$ cat src/rtl/wfunc_apb_loader.sv
// APB requester that soft-resets the window-function completer, streams a full
// window of coefficients into it, arms it and polls its status until ready.
module wfunc_apb_loader #(
  parameter int FFT_SIZE = 8192,
  parameter int APB_AW   = $clog2(FFT_SIZE-1)+3,
  parameter int POLL_MAX = 16
) (
  input  logic              clk,
  input  logic              rst_n,
  input  logic              start,
  input  logic              coef_tvalid,
  output logic              coef_tready,
  input  logic [31:0]       coef_tdata,
  input  logic              coef_tlast,
  output logic              psel,
  output logic              penable,
  output logic              pwrite,
  output logic [APB_AW-1:0] paddr,
  output logic [31:0]       pwdata,
  input  logic [31:0]       prdata,
  output logic              busy,
  output logic              done,
  output logic              err
);
  localparam int CW = $clog2(FFT_SIZE);
  localparam int PW = $clog2(POLL_MAX+1);
  localparam logic [APB_AW-1:0] CTRL_ADDR = APB_AW'(FFT_SIZE*4);
  localparam logic [APB_AW-1:0] STAT_ADDR = APB_AW'((FFT_SIZE+1)*4);
  localparam logic [CW-1:0]     LAST_BEAT = CW'(FFT_SIZE-1);

  typedef enum logic [2:0] {IDLE, RST, LOAD_WAIT, LOAD_WR, ARM, POLL, FINISH} state_t;

  state_t        state;
  logic [CW-1:0] cnt;
  logic [PW-1:0] poll_cnt;
  logic          last_r;

  logic unused_prdata;
  assign unused_prdata = ^{prdata[31:10], prdata[7:0]};

  // Every transfer is SETUP then ACCESS; penable low marks the SETUP cycle.
  always_ff @(posedge clk or negedge rst_n) begin
    if (!rst_n) begin
      state       <= IDLE;
      psel        <= 1'b0;
      penable     <= 1'b0;
      pwrite      <= 1'b0;
      paddr       <= '0;
      pwdata      <= '0;
      coef_tready <= 1'b0;
      busy        <= 1'b0;
      done        <= 1'b0;
      err         <= 1'b0;
      cnt         <= '0;
      poll_cnt    <= '0;
      last_r      <= 1'b0;
    end else begin
      done <= 1'b0;
      case (state)
        IDLE: if (start) begin
          state  <= RST;
          busy   <= 1'b1;
          err    <= 1'b0;
          psel   <= 1'b1;
          pwrite <= 1'b1;
          paddr  <= CTRL_ADDR;
          pwdata <= 32'h0000_0001;
        end
        RST: if (!penable) penable <= 1'b1;
        else begin
          psel        <= 1'b0;
          penable     <= 1'b0;
          cnt         <= '0;
          coef_tready <= 1'b1;
          state       <= LOAD_WAIT;
        end
        LOAD_WAIT: if (coef_tvalid) begin
          coef_tready <= 1'b0;
          last_r      <= coef_tlast;
          pwdata      <= coef_tdata;
          paddr       <= APB_AW'({cnt, 2'b00});
          pwrite      <= 1'b1;
          psel        <= 1'b1;
          state       <= LOAD_WR;
        end
        LOAD_WR: if (!penable) penable <= 1'b1;
        else begin
          penable <= 1'b0;
          if (cnt == LAST_BEAT && last_r) begin
            // ARM write follows back-to-back, psel stays high
            paddr  <= CTRL_ADDR;
            pwdata <= 32'h0000_0100;
            state  <= ARM;
          end else if (cnt != LAST_BEAT && !last_r) begin
            psel        <= 1'b0;
            cnt         <= cnt + CW'(1);
            coef_tready <= 1'b1;
            state       <= LOAD_WAIT;
          end else begin
            psel  <= 1'b0;
            err   <= 1'b1;
            done  <= 1'b1;
            state <= FINISH;
          end
        end
        ARM: if (!penable) penable <= 1'b1;
        else begin
          penable  <= 1'b0;
          pwrite   <= 1'b0;
          paddr    <= STAT_ADDR;
          poll_cnt <= '0;
          state    <= POLL;
        end
        POLL: if (!penable) penable <= 1'b1;
        else begin
          penable <= 1'b0;
          if (prdata[9:8] == 2'b01) begin
            psel  <= 1'b0;
            done  <= 1'b1;
            state <= FINISH;
          end else if (poll_cnt == PW'(POLL_MAX-1)) begin
            poll_cnt <= poll_cnt + PW'(1);
            psel     <= 1'b0;
            err      <= 1'b1;
            done     <= 1'b1;
            state    <= FINISH;
          end else begin
            poll_cnt <= poll_cnt + PW'(1);
          end
        end
        FINISH: begin
          busy  <= 1'b0;
          state <= IDLE;
        end
        default: state <= IDLE;
      endcase
    end
  end
endmodule

$ cat config.mk
export PLATFORM = sky130hd
export DESIGN_NAME = wfunc_apb_loader
export DESIGN_NICKNAME = d
export VERILOG_FILES = /design/src/rtl/wfunc_apb_loader.sv
export SDC_FILE = /design/constraint.sdc
export NUM_CORES = 1
export LEC_CHECK = 0
export CORE_ASPECT_RATIO = 1.4
export CORE_MARGIN = 4
export CORE_UTILIZATION = 46
export CTS_CLUSTER_DIAMETER = 40
export CTS_CLUSTER_SIZE = 16
export DETAILED_ROUTE_END_ITERATION = 8
export GPL_TIMING_DRIVEN = 0
export PLACE_DENSITY = 0.91
export RECOVER_POWER = 50
export SYNTH_ARGS = -nofsm -noshare
export SYNTH_HDL_FRONTEND = slang
export SYNTH_SLANG_ARGS = --single-unit
$ cat constraint.sdc
create_clock -name clk -period 3.15 [get_ports clk]
set_input_delay 0.7875 -clock clk [delete_from_list [all_inputs] [get_ports clk]]
set_output_delay 0.7875 -clock clk [all_outputs]
set_load 0.03 [all_outputs]
# == Word-level counts from Yosys, hierarchy flattened ==
# Cells that the tools add are included.
# op_classes
add_sub_neg,2
eq_ne,23
muxes,64
reduce_logical,25
# op_table
operator,count
$mux 32,4
$pmux 32 s3,1
$mux 16,5
$pmux 16 s4,1
$mux 13,4
$mux 3,10
$mux 1,27
$pmux 13 s2,1
$ne 2x2->1 const B,12
$pmux 3 s6,1
$reduce_and 8->1,2
$mux 5,3
$add 13x1->13 const B,1
$eq 13x13->1 const B,1
$ne 13x13->1 const B,1
$reduce_and 6->1,2
$reduce_bool 3->1,4
$pmux 5 s2,1
$reduce_and 5->1,2
$eq 3x3->1 const B,3
$pmux 1 s3,3
$reduce_and 4->1,2
$reduce_and 7->1,1
$eq 3x2->1 const B,2
other kinds (15),20
# totals
register_bits,77
input_bits,69
output_inout_bits,55
elab_cells,127

# == Logic depth before layout (Yosys ltp) ==
# depth
depth_word,6
mapped_depth,11
mapped_depth_nobuf,9

# == Worst setup path before layout ==
# Ideal clock, no wire load.
# synth_timing
path_kind,reg-to-reg
start,register cnt[3]
end,register pwdata[10]
setup_ps,119
arrival_time_ps,2186
required_time_ps,3031
slack_ps,845
stages_incl_launch_ff,12
n_path_buf,2
period_less_slack_ps,2305
path_cell_list,dfrtp_1 buf_2 nand4_1 nor4_1 nand4_1 inv_1 ha_1 nand2_1 o22ai_2 nand2_1 buf_2 a21bo_2
# synth_between
elab_chain_len,4
# synth_lines
item,line,text
"start, declared",34,logic [CW-1:0] cnt;
"start signal, assigned",96,cnt <= cnt + CW'(1);
$eq 13x13->1,89,if (cnt == LAST_BEAT && last_r) begin
$logic_and 1x1->1,89,
$ne 2x2->1 (no source line),n/a,
$reduce_and 5->1 (no source line),n/a,
"end signal, assigned",80,pwdata <= coef_tdata;
"end, declared",19,"output logic [31:0] pwdata,"
# No other way between the ends.
# A chain may end at the register's enable or synchronous reset.

# == Worst setup path in the final report ==
# layout_timing
start,register cnt[3]
end,register pwdata[9]
# The elaborated chain is that of the path after synthesis.

==> reports/qor.txt <==
RUN STATUS
------------------------------------------------------------------------------------------
Status                                                                        finished with violations
Violations in the final reports                                               max-capacitance violations, max-slew violations

CTS
------------------------------------------------------------------------------------------
Clock edge transition at the registers on the reported setup and hold paths        0.08 ns
Post-cts resize count                                                                    0
Clock insertion delay at the later pin of the skew report                          0.35 ns
Count of hold-fix buffers inserted at cts                                                0
Number of buffers inserted during clock tree synthesis                                   9
Maximum count of clock buffers along a single path                                       2
Max H-tree Level                                                                         3
Clock tree from TritonCTS                                                             done
Library cell used as clock root buffer                                            clkbuf_8
Number of buffers inserted to repair setup after CTS                                     0
Number of clock sinks                                                                   75

GRT
------------------------------------------------------------------------------------------
Total global routing track utilization                                               20.6%
Largest net degree at the start of global routing                                       76
Remaining Overflow, GRT                                                                  0
Antenna violations before repair                                                         0
First-pass GRT wire length                                                        16200 µm
Vias in the first global route                                                        3222

DRT
------------------------------------------------------------------------------------------
Count of routing violations after the opening detailed-route iteration                 201
Total iterations of the first detailed-routing run                                       4
Via count                                                                             3181
DRC violations left                                                                      0
WL final                                                                           9760 µm
Wire length per cell                                                               17.8 µm
Number of vias per cell after detailed routing                                        5.80
Number of antenna-violating nets in the routed design                                    0

LOGIC SYNTHESIS
------------------------------------------------------------------------------------------
Number of enable flip-flop cells after synthesis                                         0
Multiplexer fraction of the synthesized cell area                                    1.70%
Synth async-reset ratio                                                               100%
Most used flip-flop cell after synthesis                                           dfrtp_1
Cell area after technology mapping                                                3760 µm²
Post-synthesis cell type count                                                          59
Post-synthesis xor/xnor area fraction                                                1.86%
Adder-Cell Fraction of Synth Area                                                    1.99%
Post-synthesis simple-gate area fraction                                             16.7%
Biggest area consumer among synthesized cells                                      dfrtp_1
Ranking of synthesized cells by area                                          dfrtp_1 (50%), a21bo_2 (5.9%), nand4_1 (5.7%)
Largest family of logic cells by synthesized area                             compound AO/OA/AOI/OAI gates
Number of standard cells after synthesis                                               339
Post-synthesis average cell area                                                  11.1 µm²
Compound-cell area share of the yosys netlist                                        21.7%
Area share of the largest cell type after synthesis                                  49.9%
Share of synthesized area occupied by flip-flops and latches                         49.9%
Yosys warns                                                                              0
Register bit count reported by yosys                                                    75

POWER
------------------------------------------------------------------------------------------
Total power per unit cell area                                                  893 nW/µm²
Total power after layout                                                           4.47 mW
Leakage power of the design                                                        2.26 nW
IR drop worst, VDD                                                                0.566 mV

FLOORPLANNING
------------------------------------------------------------------------------------------
Die ar.                                                                           9710 µm²
Initial standard-cell utilization of the core                                        48.0%
Placeable Area                                                                    7850 µm²
Ports                                                                                  124
Die X-Extent                                                                       84.4 µm
Die Ht                                                                              115 µm
Core Rows                                                                               38

STA
------------------------------------------------------------------------------------------
Actual transition at the worst max-transition pin                                  1.81 ns
Max Clk Rate                                                                       352 MHz
Setup violations, final                                                                  0
Tightest slew margin relative to the limit                                          -20.8%
Final hold violations                                                                    0
Final Cycle Share                                                                    90.3%
Setup repair after global routing missed its margin                                  false
Clock Skews                                                                      0.0135 ns
Minimum clock period after layout                                                  2.84 ns
Max-slew violations                                                                     76

WORST HOLD PATH
------------------------------------------------------------------------------------------
Worst hold-check path type                                                    flop to flop
End of the worst hold path                                                      pwdata[30]
Number of stages on the worst hold path                                                  1
Worst hold start                                                                pwdata[30]

SETUP PATH
------------------------------------------------------------------------------------------
Critical Setup Path Class                                                     flop to flop
Setup slack, reg-to-reg                                                            0.31 ns
Sort of element at the end of the critical path                                       flop
Highest fanout seen on the critical path                                                10
Critical register-to-register path endpoint                                      pwdata[9]
Critical path launch point type                                                       flop
Endpoint required time on the critical path                                        3.38 ns
Reg2Reg Launch Point                                                                cnt[3]
Data arrival at the endpoint of the critical path                                  3.07 ns
FF-to-FF path depth                                                                     11

CELLS AND AREA
------------------------------------------------------------------------------------------
Antenna Diode Count                                                                      0
Synthesis-to-layout area growth                                                      33.0%
Fraction of layout instances using a drive strength above 1                          18.3%
Final layout net count                                                                 518
Share of the core filled with cells in the final layout                              63.8%
Number of filler instances in the final layout                                         623

PLACE
------------------------------------------------------------------------------------------
Total of buffers placed on input and output ports                                       91
Dpl hpwl                                                                           7140 µm
GPL Wtd Cong                                                                         0.876

FLOW RUN
------------------------------------------------------------------------------------------
Maximum capacitance violations                                                           1

## power by group
part / switching [mW] / total (mW) / internal (mW) / leakage, nW
clock: 0.354 / 0.725 / 0.371 / 0.0937
combinational: 1.39 / 2.34 / 0.943 / 1.19
sequential: 0.180 / 1.41 / 1.23 / 0.977
## synth_stat cells (4+ instances only)
library cell  instances
nand3_1              12
buf_6                 4
o21ai_0              11
a22o_1               13
nand2_1               8
inv_1                12
a21bo_1               8
dfrtp_1              75
ha_1                  6
nand4_1              34
nand2b_1              7
o31ai_1               4
clkbuf_1              4
buf_4                 7
a21oi_1              13
buf_2                14
nor2_1               20
xnor2_1               6
a21bo_2              22
## final cells by class
class / instances / area (µm²) / area share (%)
Sequential cell: 75 / 1880 / 37.5
Multi-Input combinational cell: 223 / 1670 / 33.4
Timing Repair Buffer: 92 / 913 / 18.3
Buffer: 29 / 174 / 3.48
Clock buffer: 11 / 131 / 2.63
Tap cell: 100 / 125 / 2.50
Clock inverter: 5 / 63.8 / 1.28
Inverter: 13 / 48.8 / 0.975
## worst max-delay path, cell delays in order (launching register included)
cell     delay, ns
dfrtp_1       0.35
buf_2         0.19
nand4_1       0.27
nor4_4        0.38
nand4_1       0.22
inv_1         0.10
ha_1          0.23
nand2_1       0.14
o22ai_2       0.22
nand2_1       0.16
buf_2         0.22
a21bo_2       0.23
## stage by stage
| stage | cell area, µm² | std cells | TNS (ns) | hold WS (ns) | setup WS, ns |
|---|---|---|---|---|---|
| detailed placement | 4830 | 532 | 0 | 0.467 | 0.181 |
| global placement | 4800 | 531 | -89.13 | 0.465 | -1.19 |
| CTS | 5020 | 548 | 0 | 0.446 | 0.103 |
| finish | 5000 | 548 | 0 | 0.482 | 0.306 |
| global route | 5000 | 548 | 0 | 0.502 | 0.0983 |
| floorplan | 3770 | 340 | 0 | 0.469 | 0.845 |
## kinds of logic after synthesis
| group | count (synthesis) |
|---|---|
| buffers and inverters | 42 |
| adders and majority gates | 6 |
| muxes | 6 |
| DFF | 75 |
| and+or+nand+nor | 108 |
| other | 1 |
| AOI/OAI and AO/OA | 93 |
| xor gates and xnor gates | 8 |
## state kept, by name (all words and copies together) (netlist names)
name / cells
busy: 1
state: 3
penable: 1
done: 1
pwrite: 1
last_r: 1
err: 1
cnt: 13
paddr: 14
pwdata: 32
poll_cnt: 5
coef_tready: 1
psel: 1
## cells in the final DEF, fill, tap and decap left out, types with 4 or more instances in the layout
cell             instances
a21bo_1                  8
a21bo_2                 22
a21oi_1                 13
a22o_1                  13
buf_2                   13
buf_4                    7
clkbuf_1                 8
clkbuf_8                 9
clkdlybuf4s50_1         75
dfrtp_1                 75
dlygate4sd3_1           15
ha_1                     6
inv_1                   12
nand2_1                  8
nand2b_1                 8
nand3_1                 12
nand4_1                 34
nor2_1                  20
o21ai_0                 12
o31ai_1                  4
xnor2_1                  6
## worst max path at each step
stage / from / to / slack, ns / cells after the start
2_1_floorplan: cnt[3] / pwdata[10] / 0.84 / 11
3_5_place_dp: cnt[3] / pwdata[9] / 0.18 / 11
4_1_cts: cnt[3] / pwdata[9] / 0.10 / 11
5_1_grt: cnt[3] / pwdata[31] / 0.1 / 11
6_report: cnt[3] / pwdata[9] / 0.31 / 11
3_3_place_gp: rst_n / pwdata[19] / -1.19 / 1
## layer usage
metal | GRT usage (%) | up-vias | share of wire (%)
met5 | 0 | - | 0
met4 | 8.76 | 0 | 2.0
met3 | 3.23 | 26 | 5.3
met2 | 36.5 | 143 | 53
met1 | 25.1 | 1566 | 40
li1 | - | 1446 | -
No activity file was read; power rests on OpenSTA's default activity.
==> edit: new RTL, config.mk and constraints unchanged <==
Change the parameter `POLL_MAX` from 16 to 8.
--- a/src/rtl/wfunc_apb_loader.sv
+++ b/src/rtl/wfunc_apb_loader.sv
@@ -3,7 +3,7 @@
 module wfunc_apb_loader #(
   parameter int FFT_SIZE = 8192,
   parameter int APB_AW   = $clog2(FFT_SIZE-1)+3,
-  parameter int POLL_MAX = 16
+  parameter int POLL_MAX = 8
 ) (
   input  logic              clk,
   input  logic              rst_n,
Formal check against the unedited RTL: no difference found for any inputs over 10 cycles, from zero or initial values and one cycle with rst_n low; that may be too few to reach the edited logic, so the function may still have changed.
==> edit against the original RTL <==
Critical path type unchanged. Clock skew decreased by 0.0042 ns. Sequential power down 4%. Sequential cell count fell by 1. Design area shrank 7.0%. The run still ends with max-capacitance violations, max-slew violations left. Area after synthesis down 10%. Largest power group unchanged. Largest cell class unchanged. Wire length is 7.3% lower. Worst setup slack worse by 0.073 ns. Power down 3.0%.
==> edit: results (changes against the original RTL) <==
<table>
<tr><th>Metric</th><th>Value</th></tr>
<tr><th colspan="2">Global route</th></tr>
<tr><td>Global-route total usage across every layer</td><td>21.26% (+0.61 points)</td></tr>
<tr><td>Wire length of the first global-routing pass</td><td>14560 µm (-10%)</td></tr>
<tr><td>Vias in the first global route</td><td>3087 (-4.2%)</td></tr>
<tr><th colspan="2">Placement</th></tr>
<tr><td>Cell count after placement</td><td>544 (+2.3%)</td></tr>
<tr><td>Cell Area, Placed</td><td>4403 µm² (-8.8%)</td></tr>
<tr><td>Pre-CTS setup slack</td><td>0.07822 ns (-0.1030 ns)</td></tr>
<tr><td>Half-perimeter wire length of the detailed placement result</td><td>6465 µm (-9.5%)</td></tr>
<tr><td>Placer congestion estimate</td><td>0.8961 (+2.3%)</td></tr>
<tr><th colspan="2">Power</th></tr>
<tr><td>Worst supply voltage drop on vdd</td><td>0.6079 mV (+7.3%)</td></tr>
<tr><td>Cell leakage power</td><td>2.043 nW (-9.7%)</td></tr>
<tr><td>Switching share of power</td><td>41.88% (-1.3 points)</td></tr>
<tr><th colspan="2">Route</th></tr>
<tr><td>WL final</td><td>9051 µm (-7.3%)</td></tr>
<tr><td>Iteration-0 DRC count of the detailed router</td><td>154 (-23%)</td></tr>
<tr><th colspan="2">Floorplan</th></tr>
<tr><td>Full die area</td><td>8784 µm² (-9.6%)</td></tr>
<tr><th colspan="2">STA</th></tr>
<tr><td>Tightest Pin Transition</td><td>1.806 ns (-0.006270 ns)</td></tr>
<tr><td>Number of max-slew violations in the final report</td><td>75 (-1.3%)</td></tr>
<tr><th colspan="2">Synthesis</th></tr>
<tr><td>Largest cells by area after synthesis</td><td>sky130_fd_sc_hd__dfrtp_1 (55%), sky130_fd_sc_hd__nand2_1 (8.6%), sky130_fd_sc_hd__o21ai_0 (8.3%), sky130_fd_sc_hd__a22o_1 (3.4%), sky130_fd_sc_hd__clkbuf_1 (2.1%)</td></tr>
<tr><td>Sequential-to-total area share from yosys stat</td><td>54.92% (+5.0 points)</td></tr>
<tr><td>Gate Count Post-Synth</td><td>357 (+5.3%)</td></tr>
<tr><td>Leading cell types by count after synthesis</td><td>sky130_fd_sc_hd__nand2_1 (77), sky130_fd_sc_hd__dfrtp_1 (74), sky130_fd_sc_hd__o21ai_0 (56)</td></tr>
<tr><td>Synth unique cells</td><td>45 (-24%)</td></tr>
<tr><th colspan="2">Run status</th></tr>
<tr><td>Outcome</td><td>complete, but fails checks</td></tr>
<tr><td>Failing checks</td><td>max-capacitance violations, max-slew violations</td></tr>
<tr><th colspan="2">Run</th></tr>
<tr><td>Number of max-cap violations</td><td>1 (unchanged)</td></tr>
<tr><th colspan="2">Setup path</th></tr>
<tr><td>Top cell family by delay on the critical path</td><td>compound AO/OA/AOI/OAI gates</td></tr>
<tr><td>Data arrival time at the worst-slack endpoint</td><td>3.14 ns (+0.07 ns)</td></tr>
<tr><th colspan="2">Finish</th></tr>
<tr><td>Post-layout nets</td><td>533 (+2.9%)</td></tr>
<tr><td>Share of layout cells above drive strength 1</td><td>5.616% (-13 points)</td></tr>
</table>
==> edit: cell types whose count changed after synthesis, sizes merged, moves of 3 or more <==
cell     delta
nand4      -33
and3        +3
a2111oi     -3
o21ai      +44
xnor2       -3
inv         -3
nor2        -8
a21bo      -30
clkbuf     +15
a31oi       +4
nand2      +68
nand2b      -4
buf        -18
nand3       -5
==> edit: layout make-up <==
| class | instances | area, µm² |
|---|---|---|
| inverter | 10 | 37.54 |
| timing repair buffer | 91 | 905.9 |
| clock inverter | 5 | 127.6 |
| sequential | 74 | 1852 |
| fill | 578 | 2419 |
| tap | 95 | 118.9 |
| multi-input combinational | 248 | 1371 |
| buffer | 25 | 112.6 |
| clock buffer | 10 | 127.6 |
==> edit: worst paths after layout <==
check,slack (ns),to,depth (start not counted),start
setup / recovery,0.23,paddr[7],12,cnt[7]
hold / removal,0.48,pwdata[20],2,pwdata[20]
setup reg to reg,0.23,paddr[7],12,cnt[7]
hold reg to reg,0.48,pwdata[20],2,pwdata[20]
max in group asynchronous,1.16,pwdata[16],1,rst_n
min in group asynchronous,0.93,cnt[8],1,rst_n
==> edit: logic make-up (layout without fill, tap and decap cells) <==
| logic type | count (synthesis) | count (layout) | share of synthesized area, % |
|---|---|---|---|
| muxes | 6 | 6 | 1.892 |
| adders and majority gates | 5 | 5 | 1.855 |
| buffers and inverters | 36 | 141 | 4.563 |
| other | 1 | 2 | 0.1112 |
| and+or+nand+nor | 124 | 124 | 16.18 |
| AOI/OAI and AO/OA | 108 | 108 | 19.70 |
| DFF | 74 | 74 | 54.92 |
| xor gates and xnor gates | 3 | 3 | 0.7794 |
==> edit: worst min-delay path: stages, from the launching register on <==
cell and delay [ns]:
sky130_fd_sc_hd__dfrtp_1 0.34, sky130_fd_sc_hd__nand2_1 0.04, sky130_fd_sc_hd__o21ai_0 0.06
==> edit: power by group through the flow <==
stage	sequential [mW]	combinational (mW)	clock, mW
CTS	1.35	2.06	0.971
detailed placement	1.37	2.05	0
global route	1.38	2.21	1.01
floorplan	1.70	0.946	0
finish	1.35	2.03	0.955
global placement	1.35	1.99	0
==> edit: routing by layer <==
metal | wire length, µm | share of wire (%) | up-vias | global-route usage, %
li1 | - | - | 1455 | -
met1 | 3614 | 40 | 1484 | 24.68
met2 | 4731 | 52 | 121 | 37.44
met3 | 439 | 4.9 | 24 | 3.361
met4 | 266 | 2.9 | 0 | 11.11
met5 | 0 | 0 | - | 0
==> edit: what timing repair did <==
item,4_1_cts,5_1_grt
gates resized for setup,0,1
hold buffers,0,0
endpoints found under the setup margin,0,42
buffers inserted,0,0
